--- config.mk ---
export PLATFORM = sky130hd
export DESIGN_NAME = seq_normalizer_flat
export DESIGN_NICKNAME = d
export VERILOG_FILES = /design/src/rtl/seq_normalizer_if.sv /design/src/rtl/seq_normalizer.sv /design/src/flat_wrapper.sv
export SDC_FILE = /design/constraint.sdc
export NUM_CORES = 1
export LEC_CHECK = 0
export BUFFER_PORTS_ARGS = -buffer_cell sky130_fd_sc_hd__clkbuf_2
export CAP_MARGIN = 25
export CORE_MARGIN = 4
export CORE_UTILIZATION = 58
export CTS_CLUSTER_DIAMETER = 60
export DETAILED_ROUTE_END_ITERATION = 8
export GPL_ROUTABILITY_DRIVEN = 0
export PLACE_DENSITY = 0.92
export SLEW_MARGIN = 15
export SYNTH_ARGS = -nofsm -noshare
export SYNTH_HDL_FRONTEND = slang
export SYNTH_SLANG_ARGS = --single-unit
--- constraint.sdc ---
create_clock -name clk -period 3.2 [get_ports clk]
set_input_delay 0.32 -clock clk [delete_from_list [all_inputs] [get_ports clk]]
set_output_delay 0.32 -clock clk [all_outputs]
set_load 0.1 [all_outputs]
--- src/rtl/seq_normalizer_if.sv ---
// Operand/result bundle for seq_normalizer: request side (start, mode, a)
// and result side (busy, done, R, N, zero).
interface seq_normalizer_if #(
  parameter int WIDTH = 32,
  parameter int CNT_W = 5
);
  logic             start;
  logic             mode;
  logic [WIDTH-1:0] a;
  logic             busy;
  logic             done;
  logic [WIDTH-1:0] R;
  logic [CNT_W-1:0] N;
  logic             zero;

  modport master (
    output start, mode, a,
    input  busy, done, R, N, zero
  );

  modport slave (
    input  start, mode, a,
    output busy, done, R, N, zero
  );
endinterface

--- src/rtl/seq_normalizer.sv ---
// Bit-serial normalizer: shifts the operand left one bit per clock until it is
// normalized (leading one, or first non-redundant sign bit) and reports R and N.
module seq_normalizer #(
  parameter int WIDTH = 32,
  parameter int CNT_W = 5
) (
  input logic              clk,
  input logic              rst_n,
  seq_normalizer_if.slave  bus
);

  typedef enum logic [1:0] {
    S_IDLE  = 2'd0,
    S_SHIFT = 2'd1,
    S_DONE  = 2'd2
  } state_e;

  localparam logic [CNT_W-1:0] CNT_MAX = CNT_W'(WIDTH - 1);

  state_e             state_q, state_d;
  logic [WIDTH-1:0]   work_q, work_d;
  logic [CNT_W-1:0]   cnt_q, cnt_d;
  logic               mode_q, mode_d;
  logic [WIDTH-1:0]   r_q, r_d;
  logic [CNT_W-1:0]   n_q, n_d;
  logic               zero_q, zero_d;
  logic               busy_q, busy_d;
  logic               done_q, done_d;
  logic               norm_s;

  // Signed mode stops at the first bit that differs from the sign bit.
  assign norm_s = mode_q ? (work_q[WIDTH-1] ^ work_q[WIDTH-2]) : work_q[WIDTH-1];

  // Next-state and next-output computation.
  always_comb begin
    state_d = state_q;
    work_d  = work_q;
    cnt_d   = cnt_q;
    mode_d  = mode_q;
    r_d     = r_q;
    n_d     = n_q;
    zero_d  = zero_q;
    busy_d  = busy_q;
    done_d  = 1'b0;
    case (state_q)
      S_IDLE: begin
        busy_d = 1'b0;
        if (bus.start) begin
          busy_d = 1'b1;
          if (bus.a == {WIDTH{1'b0}}) begin
            r_d     = {WIDTH{1'b0}};
            n_d     = {CNT_W{1'b0}};
            zero_d  = 1'b1;
            done_d  = 1'b1;
            state_d = S_DONE;
          end else begin
            work_d  = bus.a;
            mode_d  = bus.mode;
            cnt_d   = {CNT_W{1'b0}};
            zero_d  = 1'b0;
            state_d = S_SHIFT;
          end
        end else begin
          state_d = S_IDLE;
        end
      end
      S_SHIFT: begin
        busy_d = 1'b1;
        // The count limit doubles as the all-sign-bits stop in signed mode.
        if (norm_s || (cnt_q == CNT_MAX)) begin
          r_d     = work_q;
          n_d     = cnt_q;
          done_d  = 1'b1;
          state_d = S_DONE;
        end else begin
          work_d = {work_q[WIDTH-2:0], 1'b0};
          cnt_d  = cnt_q + CNT_W'(1);
        end
      end
      S_DONE: begin
        busy_d  = 1'b0;
        state_d = S_IDLE;
      end
      default: begin
        busy_d  = 1'b0;
        state_d = S_IDLE;
      end
    endcase
  end

  // State and registered outputs; reset aborts any operation in flight.
  always_ff @(posedge clk or negedge rst_n) begin
    if (!rst_n) begin
      state_q <= S_IDLE;
      work_q  <= {WIDTH{1'b0}};
      cnt_q   <= {CNT_W{1'b0}};
      mode_q  <= 1'b0;
      r_q     <= {WIDTH{1'b0}};
      n_q     <= {CNT_W{1'b0}};
      zero_q  <= 1'b0;
      busy_q  <= 1'b0;
      done_q  <= 1'b0;
    end else begin
      state_q <= state_d;
      work_q  <= work_d;
      cnt_q   <= cnt_d;
      mode_q  <= mode_d;
      r_q     <= r_d;
      n_q     <= n_d;
      zero_q  <= zero_d;
      busy_q  <= busy_d;
      done_q  <= done_d;
    end
  end

  assign bus.busy = busy_q;
  assign bus.done = done_q;
  assign bus.R    = r_q;
  assign bus.N    = n_q;
  assign bus.zero = zero_q;

endmodule

--- src/flat_wrapper.sv ---
// flat-port wrapper written by rule: the top's interface ports become plain ports
module seq_normalizer_flat 
#(
  parameter int WIDTH = 32,
  parameter int CNT_W = 5
)
  (clk, rst_n, bus_start, bus_mode, bus_a, bus_busy, bus_done, bus_R, bus_N, bus_zero);
  seq_normalizer_if #(.WIDTH(WIDTH), .CNT_W(CNT_W)) bus_i ();
  input logic clk;
  input logic rst_n;
  input wire logic [$bits(bus_i.start)-1:0] bus_start;
  input wire logic [$bits(bus_i.mode)-1:0] bus_mode;
  input wire logic [$bits(bus_i.a)-1:0] bus_a;
  output wire logic [$bits(bus_i.busy)-1:0] bus_busy;
  output wire logic [$bits(bus_i.done)-1:0] bus_done;
  output wire logic [$bits(bus_i.R)-1:0] bus_R;
  output wire logic [$bits(bus_i.N)-1:0] bus_N;
  output wire logic [$bits(bus_i.zero)-1:0] bus_zero;
  assign bus_i.start = bus_start;
  assign bus_i.mode = bus_mode;
  assign bus_i.a = bus_a;
  assign bus_busy = bus_i.busy;
  assign bus_done = bus_i.done;
  assign bus_R = bus_i.R;
  assign bus_N = bus_i.N;
  assign bus_zero = bus_i.zero;
  seq_normalizer #(.WIDTH(WIDTH), .CNT_W(CNT_W)) u_core (.clk(clk), .rst_n(rst_n), .bus(bus_i));
endmodule
# Word level (Yosys, flattened, before mapping)
# Cells that the tools add are included.
[totals]
word_cells = 54
in_bits = 36
register_bits = 80
output_inout_bits = 40
[op_classes]
n_eq_ne = 7
muxes = 27
add_sub_neg = 1
n_reduce_logical = 8
bitwise = 2
[op_table]
columns = ["cell", "n"]
rows = [
  ["$mux W32", 6],
  ["$pmux W32 S2", 2],
  ["$logic_not A32 Y1", 1],
  ["$mux W5", 6],
  ["$pmux W5 S2", 2],
  ["$reduce_and A4 Y1", 2],
  ["$mux W2", 3],
  ["$ne A2 B2 Y1 const B", 3],
  ["$add A5 B1 Y5 const B", 1],
  ["$eq A5 B5 Y1 const B", 1],
  ["$mux W1", 5],
  ["$ne A2 B1 Y1 const B", 2],
  ["$pmux W1 S2", 2],
  ["$pmux W2 S2", 1],
  ["$reduce_and A3 Y1", 1],
  ["$eq A2 B1 Y1 const B", 1],
  ["$logic_not A2 Y1", 1],
  ["$reduce_and A2 Y1", 1],
  ["$reduce_bool A2 Y1", 1],
  ["$logic_or A1 B1 Y1", 1],
  ["$not A1 Y1", 1],
  ["$xor A1 B1 Y1", 1],
]

# Longest topological paths before layout
# Gate-level depths: netlist (run 1).
[depth]
depth_word = 5
depth_mapped = 9
mapped_depth_nobuf = 8

# Worst setup path before layout (run 1)
# No wires, ideal clock.
[synth_path]
path_type = "register -> register"
start = "register u_core.cnt_q[0]"
end = "register u_core.cnt_q[2]"
setup_ps = 124
synth_period_minus_slack_ps = 1887
required_ps = 3076
path_slack_ps = 1313
t_arrival_ps = 1763
stages_incl_launch_ff = 9
path_cell_list = "dfrtp_1 ha_1 and3_1 ha_1 a21oi_1 nand2_1 and2_1 buf_6 a211o_1"
[synth_between]
elab_chain_cells = 4
word_cells_on_any_way = 7
classes_between = "add/sub: 1; eq/ne: 2; mux: 2; reduce/logical: 2"
[synth_rtl]
columns = ["element", "line", "rtl"]
rows = [
  ["from (decl)", "seq_normalizer.sv:22", "logic [CNT_W-1:0] cnt_q, cnt_d;"],
  ["from (signal assigned)", "seq_normalizer.sv:96", "cnt_q <= {CNT_W{1'b0}};"],
  ["from (signal assigned)", "seq_normalizer.sv:106", "cnt_q <= cnt_d;"],
  ["branches (longest 4 deep; another with $add A5 B1 Y5)", "-", ""],
]
# Parallel ways; which one is timed is not known. The select of a mux whose other input is x is not followed.
# A chain may end at the register's enable or synchronous reset.

# Final worst setup path (run 1)
[layout_path]
start = "register u_core.cnt_q[0]"
end = "register u_core.work_q[18]"
[layout_between]
elab_chain_cells = 4
[layout_rtl]
columns = ["element", "line", "rtl"]
rows = [
  ["$eq A5 B5 Y1", "seq_normalizer.sv:70", "if (norm_s || (cnt_q == CNT_MAX)) begin"],
  ["$logic_or A1 B1 Y1", "seq_normalizer.sv:70", ""],
  ["$ne A2 B2 Y1 (no line)", "-", ""],
  ["$reduce_and A4 Y1 (no line)", "-", ""],
  ["to (signal assigned)", "seq_normalizer.sv:95", "work_q <= {WIDTH{1'b0}};"],
  ["to (signal assigned)", "seq_normalizer.sv:105", "work_q <= work_d;"],
  ["to (decl)", "seq_normalizer.sv:21", "logic [WIDTH-1:0] work_q, work_d;"],
]
# No other way between the ends.

==> metrics.txt, run 1 <==
GRT Util Overall=23.1%; delay-heaviest family, CP=simple AND/OR/NAND/NOR gates; Core Region=0.00561 sq mm; # rows=27; Starting DRT DRC Count=248; CTS tree=done; Top cell by count, worst path=ha_1; Crit Path Category=reg2reg; DRT Wirelength=between 7 and 8 mm; sequential cell area=0.00200 sq mm; total negative setup slack=0 ns; arrival time worst endpoint=around 2.7 ns; Root Buffer=clkbuf_8; first-pass GRT wire length=13.0 mm; placed cell area=0.00377 sq mm; chip height=84.6 microns; Async S/R FF share, synth=100%; Synth top cells by count=dfrtp_1 (80), a22o_1 (37), nand3_1 (35); # setup viols final=0; Hold Crit Class=in2reg; mapped cell area=0.00341 sq mm; post-synth cell types=30; post-layout instance area=approximately 0.0040 sq mm; worst hold margin=about 0.21 ns; initial core utilization=60.8%; share of the synthesized area in the top cell type=between 50% and 60%; # DRC=0; Crit. End Element=register; Layout Area Growth over Synthesis=18.5%; crit share post-route=75.1%; Die Area=0.00716 sq mm; top-count cell post-synth=dfrtp_1; CP Max Fanout=18; Worst-path clk slew=approximately 0.08 ns; Fmax=416 MHz; vias in the first global route=2,588; 1st-pass router iterations=5; number of buffers created by CTS=9; Clock Path Buffers=2; Via density=6.17; critical path buffer and inverter count=1; area leader, netlist=dfrtp_1; gr ovfl total=0; slowest stage delay, CP=0.44 ns; Synth Instances=around 280; Critical Path Source Type=register; IO Count=76; Rel. slew slack=between 50% and 60%; maxcap violations=0; syn nets=321; Filler cells=403; post-DP HPWL=5.25 mm; predominant post-synthesis flop cell=dfrtp_1; final antenna-violating net count=0; synthesized flop and latch total=80; post-route minimum period=between 2 and 2.5 ns; Via Count=roughly 2,700; fin. max-slew vios=0; critical path cell sequence=ha_1 > and3_1 > ha_1 > a21oi_1 > nand2_1 > and2_1 > buf_4 > o21ai_1; Post-synth EDFFs=0; Final Core Density=between 70 and 80%; Die W=84.6 microns; # H-tree levels=3; largest net degree at the start of global routing=81; Antenna Diode Count=0; Worst EP required=~3.5 ns; clk sinks=80; most area-consuming cells after synthesis=dfrtp_1 (59%), a22o_1 (9.5%), mux2i_1 (9.1%), nand3_1 (5.1%), o21ai_1 (4.6%); WL per Instance=between 15 and 20 microns; Multi-input gate area=0.00124 sq mm; Slew @ Worst Pin=0.722 ns; Post-Syn Area per Cell=12.0 sq um; layout cells sized above 1=28.8%; Nets=around 390; Fin. Hold Viols=0; Port Buf Inserts=75; Synth Warn #=0; Crit-path slowest cell=dfrtp_1; status=completed; RSZ-0062 raised after global routing=no; Worst Skew=0.00568 ns; initial antenna violation count=0; worst skew pair latency=0.34 ns; sequential share of the synthesized area=58.8%
==> tightest hold or removal path: cells and delay by family <==
kind,cells,cell delay (ns)
buf+inv,1,0.08
simple gates,2,0.11
==> cell usage in the layout (no fill, tap or decap), types with 2 or more instances in the layout <==
| cell | netlist | final |
|---|---|---|
| nor3b_1 | 2 | 2 |
| clkinv_2 | 0 | 2 |
| nor4_1 | 8 | 8 |
| buf_4 | 9 | 6 |
| o21ai_0 | 4 | 4 |
| clkbuf_8 | 0 | 11 |
| ha_1 | 2 | 2 |
| nand3_1 | 35 | 35 |
| o21ai_1 | 31 | 30 |
| nor2_1 | 4 | 4 |
| buf_16 | 0 | 2 |
| inv_1 | 5 | 5 |
| mux2i_1 | 31 | 31 |
| clkbuf_2 | 0 | 74 |
| a22o_1 | 37 | 37 |
| a211o_1 | 2 | 2 |
| nand2_1 | 3 | 3 |
| dfrtp_1 | 80 | 80 |
| clkbuf_1 | 6 | 2 |
| nand4_1 | 2 | 2 |
==> cell type report <==
cell class | count | area share, %
Sequential cell | 80 | 49.6
Multi-Input combinational cell | 173 | 30.8
Timing Repair Buffer | 83 | 11.9
Clock buffer | 13 | 3.94
Tap cell | 72 | 2.23
Clock inverter | 3 | 0.992
Inverter | 6 | 0.558
==> registers in the layout (all words and copies together), names as in the netlist <==
register         cells
u_core.bus.R        32
u_core.work_q       32
u_core.bus.N         5
u_core.cnt_q         5
u_core.state_q       2
u_core.bus.busy      1
u_core.bus.done      1
u_core.bus.zero      1
u_core.mode_q        1
==> layer usage <==
layer,GRT usage [%],part of all wire [%]
met1,32.9,44
met3,4.12,6.7
met5,0,0
met2,34.1,47
met4,11.9,2.5
==> logic make-up (layout without fill, tap and decap cells) <==
| kind of cell | after synthesis | in the layout | synth area share (%) |
|---|---|---|---|
| muxes | 32 | 32 | 9.44 |
| DFF | 80 | 80 | 58.8 |
| AOI/OAI and AO/OA | 79 | 79 | 16.3 |
| adders and majority gates | 2 | 2 | 0.734 |
| buffers and inverters | 30 | 105 | 5.36 |
| and+or+nand+nor | 60 | 60 | 9.44 |
==> what timing repair did <==
| item | in CTS | in global routing |
|---|---|---|
| buffers inserted | 0 | 0 |
| hold buffers | 0 | 1 |
| gates resized for setup | 0 | 0 |
| hold endpoints to repair | 0 | 14 |
==> through the flow <==
step / worst slack [ns] / cells
floorplan: 1.31 / 283
global placement: 0.782 / 411
detailed placement: 0.732 / 411
CTS: 0.706 / 427
global route: 0.710 / 430
finish: 0.796 / 430
==> worst paths after layout <==
check / startpoint / slack, ns / cells after the start / end
setup / recovery: u_core.cnt_q[0] / 0.80 / 8 / u_core.work_q[18]
hold / removal: bus_start / 0.21 / 3 / u_core.bus.busy
setup reg to reg: u_core.cnt_q[0] / 0.80 / 8 / u_core.work_q[18]
hold reg to reg: u_core.bus.zero / 0.50 / 1 / u_core.bus.zero
max in group asynchronous: rst_n / 2.27 / 3 / u_core.work_q[23]
min in group asynchronous: rst_n / 0.36 / 2 / u_core.bus.busy
Power of run 1 is left out: the tool's default activity adds up to more than one toggle a clock period on the data nets, which glitch-free logic cannot reach.
==> run 2: changes to the inputs <==
Settings changed: CORE_UTILIZATION 58 to 54, PLACE_DENSITY 0.92 to 0.87.
Clock period 3.2 ns to 2.4 ns, I/O delays scaled along.
==> run 2 against run 1 <==
Wire length decreased by 5.1%. Critical path type unchanged. Via count fell by 4.2%. Flip-flop and latch count unchanged. Worst hold slack got worse by 0.072 ns. Final cell count rose by 0.70%. Register-to-register slack got worse by 0.44 ns. Maximum frequency grew 17%. Utilization down 5.7 points. Non-clock buffer count rose by 2. Final area shrank 1.0%. Critical path depth did not move.
==> metrics.txt, run 2 (synthesized netlist as in run 1, its figures left out) <==
initial core utilization=56.5% (-4.2 points); Crit-path slowest cell=dfrtp_1; Worst-path clk slew=0.08 ns (about the same); Via density=5.87 (-4.9%); Worst Reg-to-Reg Cells=8 (unchanged); Root Buffer=clkbuf_8; number of buffers created by CTS=9 (unchanged); hold wc startpoint=bus_a[0]; Fin. Hold Viols=0 (unchanged); Clock Path Buffers=2 (unchanged); reg2reg setup slack=0.35 ns (-0.44 ns); Nets=393 (+0.51%); Port Buf Inserts=75 (unchanged); post-DP HPWL=5.16 mm (-1.7%); post-route minimum period=2.05 ns (-0.355 ns); Crit Path Category=reg2reg; WHS Path Cells=3 (unchanged); commonest non-fill, non-tap cell in the layout=dfrtp_1; maxcap violations=0 (unchanged); critical path cell sequence=ha_1 > and3_1 > ha_1 > a21oi_1 > nand2_1 > and2_1 > buf_4 > o21ai_1; Core Region=0.00603 sq mm (+7.5%); fin. max-slew vios=0 (unchanged); worst r2r dst=u_core.work_q[9]; Slew @ Worst Pin=0.544 ns (-0.178 ns); Antenna Diode Count=0 (unchanged); clk sinks=80 (unchanged); RSZ-0062 raised after global routing=no; Top cell by count, worst path=ha_1; Rel. slew slack=63.9% (+12 points); first-pass GRT wire length=12.7 mm (-2.6%); WL per Instance=17.5 microns (-5.8%); Critical Path Source Type=register; # DRC=0 (unchanged); slowest stage delay, CP=0.42 ns (-0.02 ns); worst skew pair latency=0.35 ns (about the same); Hold EP=u_core.work_q[0]; status=completed; # H-tree levels=3 (unchanged); final antenna-violating net count=0 (unchanged); CTS tree=done; Worst Skew=0.00565 ns (-0.0000230 ns); Crit. End Element=register; Worst EP required=2.67 ns (-0.79 ns); Crit Reg-Reg Startpoint=u_core.cnt_q[0]; IO Count=76 (unchanged); Fmax=488 MHz (+17%); GRT Util Overall=21.7% (-1.4 points); vias in the first global route=2,554 (-1.3%); Die Area=0.00764 sq mm (+6.7%); # rows=28 (+3.7%); Layout Area Growth over Synthesis=17.3%; largest net degree at the start of global routing=81 (unchanged); post-cts sizing count=0 (unchanged); Starting DRT DRC Count=149 (-40%); arrival time worst endpoint=2.32 ns (-0.35 ns); Die W=87.4 microns (+3.3%); Via Count=2,543 (-4.2%); total negative setup slack=0 ns (unchanged); 1st-pass router iterations=4 (-1); crit share post-route=85.4% (+10 points); initial antenna violation count=0 (unchanged); Hold Crit Class=in2reg; # setup viols final=0 (unchanged); DRT Wirelength=7.58 mm (-5.1%); gr ovfl total=0 (unchanged); chip height=87.4 microns (+3.3%); CP Max Fanout=27 (+9); layout cells sized above 1=28.5% (-0.28 points); commonest non-fill, non-tap cells in the layout=dfrtp_1 (80), clkbuf_2 (74), a22o_1 (37), nand3_1 (35), mux2i_1 (31)
## run 2: changes by cell type in the layout (fill, tap and decap cells not counted), sizes merged
cell    change
buf         +2
clkinv      -1
bufinv      -1
## run 2: final cells by class
class / count / area, sq um
Tap cell: 75 / 93.8
Inverter: 6 / 22.5
Timing Repair Buffer: 85 / 480
Clock inverter: 1 / 5.00
Sequential cell: 80 / 2000
Multi-Input combinational cell: 173 / 1240
Fill cell: 484 / 2030
Clock buffer: 13 / 149
## run 2: worst max-delay path by stage
stage	endpoint	slack [ns]	depth (start not counted)	from
floorplan	u_core.cnt_q[2]	0.51	8	u_core.cnt_q[0]
global placement	u_core.mode_q	0.41	6	bus_a[13]
detailed placement	u_core.mode_q	0.37	6	bus_a[18]
CTS	u_core.work_q[9]	0.36	8	u_core.cnt_q[0]
global route	u_core.work_q[9]	0.22	8	u_core.cnt_q[0]
finish	u_core.work_q[9]	0.35	8	u_core.cnt_q[0]
## run 2: what timing repair did
action | 4_1_cts | 5_1_grt
setup endpoints to repair | 0 | 0
hold buffers | 0 | 1
setup buffers | 0 | 0
endpoints found under the hold margin | 0 | 35
## run 2: critical path: cells and delay by family, from the launching register on
family	cells	cell delay, ns
AO/OA/AOI/OAI	2	0.37
buffers and inverters	1	0.25
adder cells (fa/ha/maj)	2	0.40
AND/OR/NAND/NOR	3	0.52
flip-flops	1	0.42
## run 2: metrics by stage
step	area, sq um	hold WS (ns)	util, %	instances	worst slack, ns
finish	4000	0.137	66.3	433	0.351
floorplan	3410	-0.0556	-	283	0.513
global route	4000	0.132	66.3	433	0.219
detailed placement	3810	0.461	63.3	417	0.374
CTS	3970	0.0717	65.8	431	0.356
global placement	3810	0.446	63.3	417	0.411
## run 2: layer usage
metal	track usage [%]	up-vias	wire length, microns
met5	0	-	0
met4	7.25	0	94
met3	6.15	12	443
met2	31.4	77	3520
met1	31.6	1260	3530
li1	-	1194	-
Power of run 2 is left out for the same reason.
==> run 3: changes to the inputs <==
Settings changed: CORE_UTILIZATION 54 to 56, CTS_BUF_LIST from default to sky130_fd_sc_hd__clkbuf_2, PLACE_DENSITY 0.87 to 0.89.
==> run 3 against run 2 <==
The run now ends with DRC left. Critical path depth unchanged. Wire length increased by 7.4%. Worst hold slack worse by 0.12 ns. Highest routed layer unchanged.
==> metrics.txt, run 3 (synthesized netlist as in run 1, its figures left out) <==
status=finished, violations left; failing checks=DRC; Top cell by count, worst path=ha_1; maxcap violations=0 (unchanged); Fmax=482 MHz (-1.2%); 1st-pass router iterations=7 (+3); Layout Area Growth over Synthesis=18.8%; arrival time worst endpoint=2.51 ns (+0.19 ns); CP Max Fanout=16 (-41%); IO Count=76 (unchanged); Crit Reg-Reg Startpoint=u_core.cnt_q[0]; cts hold-fix bufs=8 (+8); commonest non-fill, non-tap cells in the layout=clkbuf_2 (84), dfrtp_1 (80), a22o_1 (37), nand3_1 (35), mux2i_1 (31); Hold EP=u_core.work_q[15]; final antenna-violating net count=0 (unchanged); number of buffers created by CTS=9 (unchanged); setup ws final=0.325 ns (-0.0258 ns); # rows=28 (unchanged); reg2reg setup slack=0.33 ns (-0.03 ns); Antenna Diode Count=0 (unchanged); Worst Skew=0.0247 ns (+0.0191 ns); total negative setup slack=0 ns (unchanged); Die W=86 microns (-1.6%); worst skew pair latency=0.51 ns (+0.16 ns); Root Buffer=clkbuf_2; chip height=86 microns (-1.6%); Via density=6.00 (+2.1%); first-pass GRT wire length=13.2 mm (+3.6%); post-route minimum period=2.07 ns (+0.0258 ns); largest net degree at the start of global routing=81 (unchanged); commonest non-fill, non-tap cell in the layout=clkbuf_2; Port Buf Inserts=75 (unchanged); initial antenna violation count=0 (unchanged); Worst-path clk slew=0.22 ns (+0.14 ns); Nets=406 (+3.3%); # setup viols final=0 (unchanged); Via Count=2,686 (+5.6%); Hold Crit Class=in2reg; # DRC=2 (+2); Die Area=0.00740 sq mm (-3.2%); layout cells sized above 1=29.2% (+0.73 points); post-cts sizing count=0 (unchanged); fin. max-slew vios=0 (unchanged); WHS Path Cells=3 (unchanged); # H-tree levels=3 (unchanged); Fin. Hold Viols=0 (unchanged); post-DP HPWL=5.33 mm (+3.2%); Starting DRT DRC Count=229 (+54%); slowest stage delay, CP=0.47 ns (+0.05 ns); Place WS=0.378 ns (+0.00414 ns); initial core utilization=57.5% (+1.0 points); WL per Instance=18.2 microns (+3.8%); crit share post-route=86.5% (+1.1 points); Crit-path slowest cell=dfrtp_1; critical path buffer and inverter count=1 (unchanged); Worst EP required=2.84 ns (+0.17 ns); Worst Reg-to-Reg Cells=8 (unchanged); Crit. End Element=register; worst r2r dst=u_core.work_q[23]; Core Region=0.00592 sq mm (-1.7%); Post-CTS Setup Bufs=0 (unchanged); Slew @ Worst Pin=0.554 ns (+0.0102 ns); Crit Path Category=reg2reg; delay-heaviest family, CP=simple AND/OR/NAND/NOR gates; CTS tree=done; clk sinks=80 (unchanged); critical path cell sequence=ha_1 > and3_1 > ha_1 > a21oi_1 > nand2_1 > and2_1 > buf_4 > o21ai_1; Filler cells=438 (-9.5%); Critical Path Source Type=register; Clock Path Buffers=2 (unchanged); vias in the first global route=2,666 (+4.4%); hold wc startpoint=bus_a[15]; gr ovfl total=0 (unchanged); RSZ-0062 raised after global routing=no; GRT Util Overall=22.9% (+1.1 points); DRT Wirelength=8.14 mm (+7.4%); Rel. slew slack=63.2% (-0.68 points)
run 3: cell count changes in the layout (fill, tap and decap cells not counted):
cell	before	now
buf_12	2	0
buf_16	0	1
buf_4	8	12
clkbuf_1	3	0
clkbuf_2	74	84
clkbuf_8	10	0
clkinv_1	0	1
clkinv_2	1	2
clkinvlp_4	0	3
dlygate4sd3_1	1	11
run 3: final cells by class:
class | instances | area [sq um] | share of cell area, %
clock buffers | 10 | 50.0 | 1.24
clock inverters | 6 | 36.3 | 0.897
inverters | 6 | 22.5 | 0.557
multi-input cells | 173 | 1240 | 30.7
flip-flops and latches | 80 | 2000 | 49.5
well taps | 75 | 93.8 | 2.32
repair buffers | 98 | 598 | 14.8
run 3: worst min-delay path: cells and delay by family:
family | cells | cell delay (ns)
buffers and inverters | 1 | 0.10
multiplexers | 1 | 0.07
AO/OA/AOI/OAI | 1 | 0.11
run 3: how the worst max path moves through the flow:
stage                        end  slack, ns  cells past startpoint             from
2_1_floorplan    u_core.cnt_q[2]       0.51                      8  u_core.cnt_q[0]
4_1_cts        u_core.work_q[16]       0.33                      8  u_core.cnt_q[0]
3_3_place_gp     u_core.bus.R[0]       0.44                      7  u_core.cnt_q[0]
3_5_place_dp   u_core.work_q[16]       0.38                      8  u_core.cnt_q[0]
6_report       u_core.work_q[23]       0.33                      8  u_core.cnt_q[0]
5_1_grt        u_core.work_q[18]       0.22                      8  u_core.cnt_q[0]
run 3: per-stage QoR:
| step | hold slack [ns] | instance area, sq um | cells | utilization, % |
|---|---|---|---|---|
| 5_1_grt | 0.000980 | 4050 | 448 | 68.3 |
| 3_3_place_gp | 0.452 | 3820 | 420 | 64.6 |
| 2_1_floorplan | -0.0556 | 3410 | 283 | - |
| 6_report | 0.0218 | 4050 | 448 | 68.3 |
| 4_1_cts | 0.00823 | 3990 | 444 | 67.4 |
| 3_5_place_dp | 0.460 | 3820 | 420 | 64.6 |
run 3: layer usage:
layer,up-vias,GRT usage [%],routed length (microns)
met2,117,34.9,3970
met5,-,0,0
met3,22,3.75,561
li1,1221,-,-
met4,0,11.7,182
met1,1326,31.7,3430
Power of run 3 is left out for the same reason.
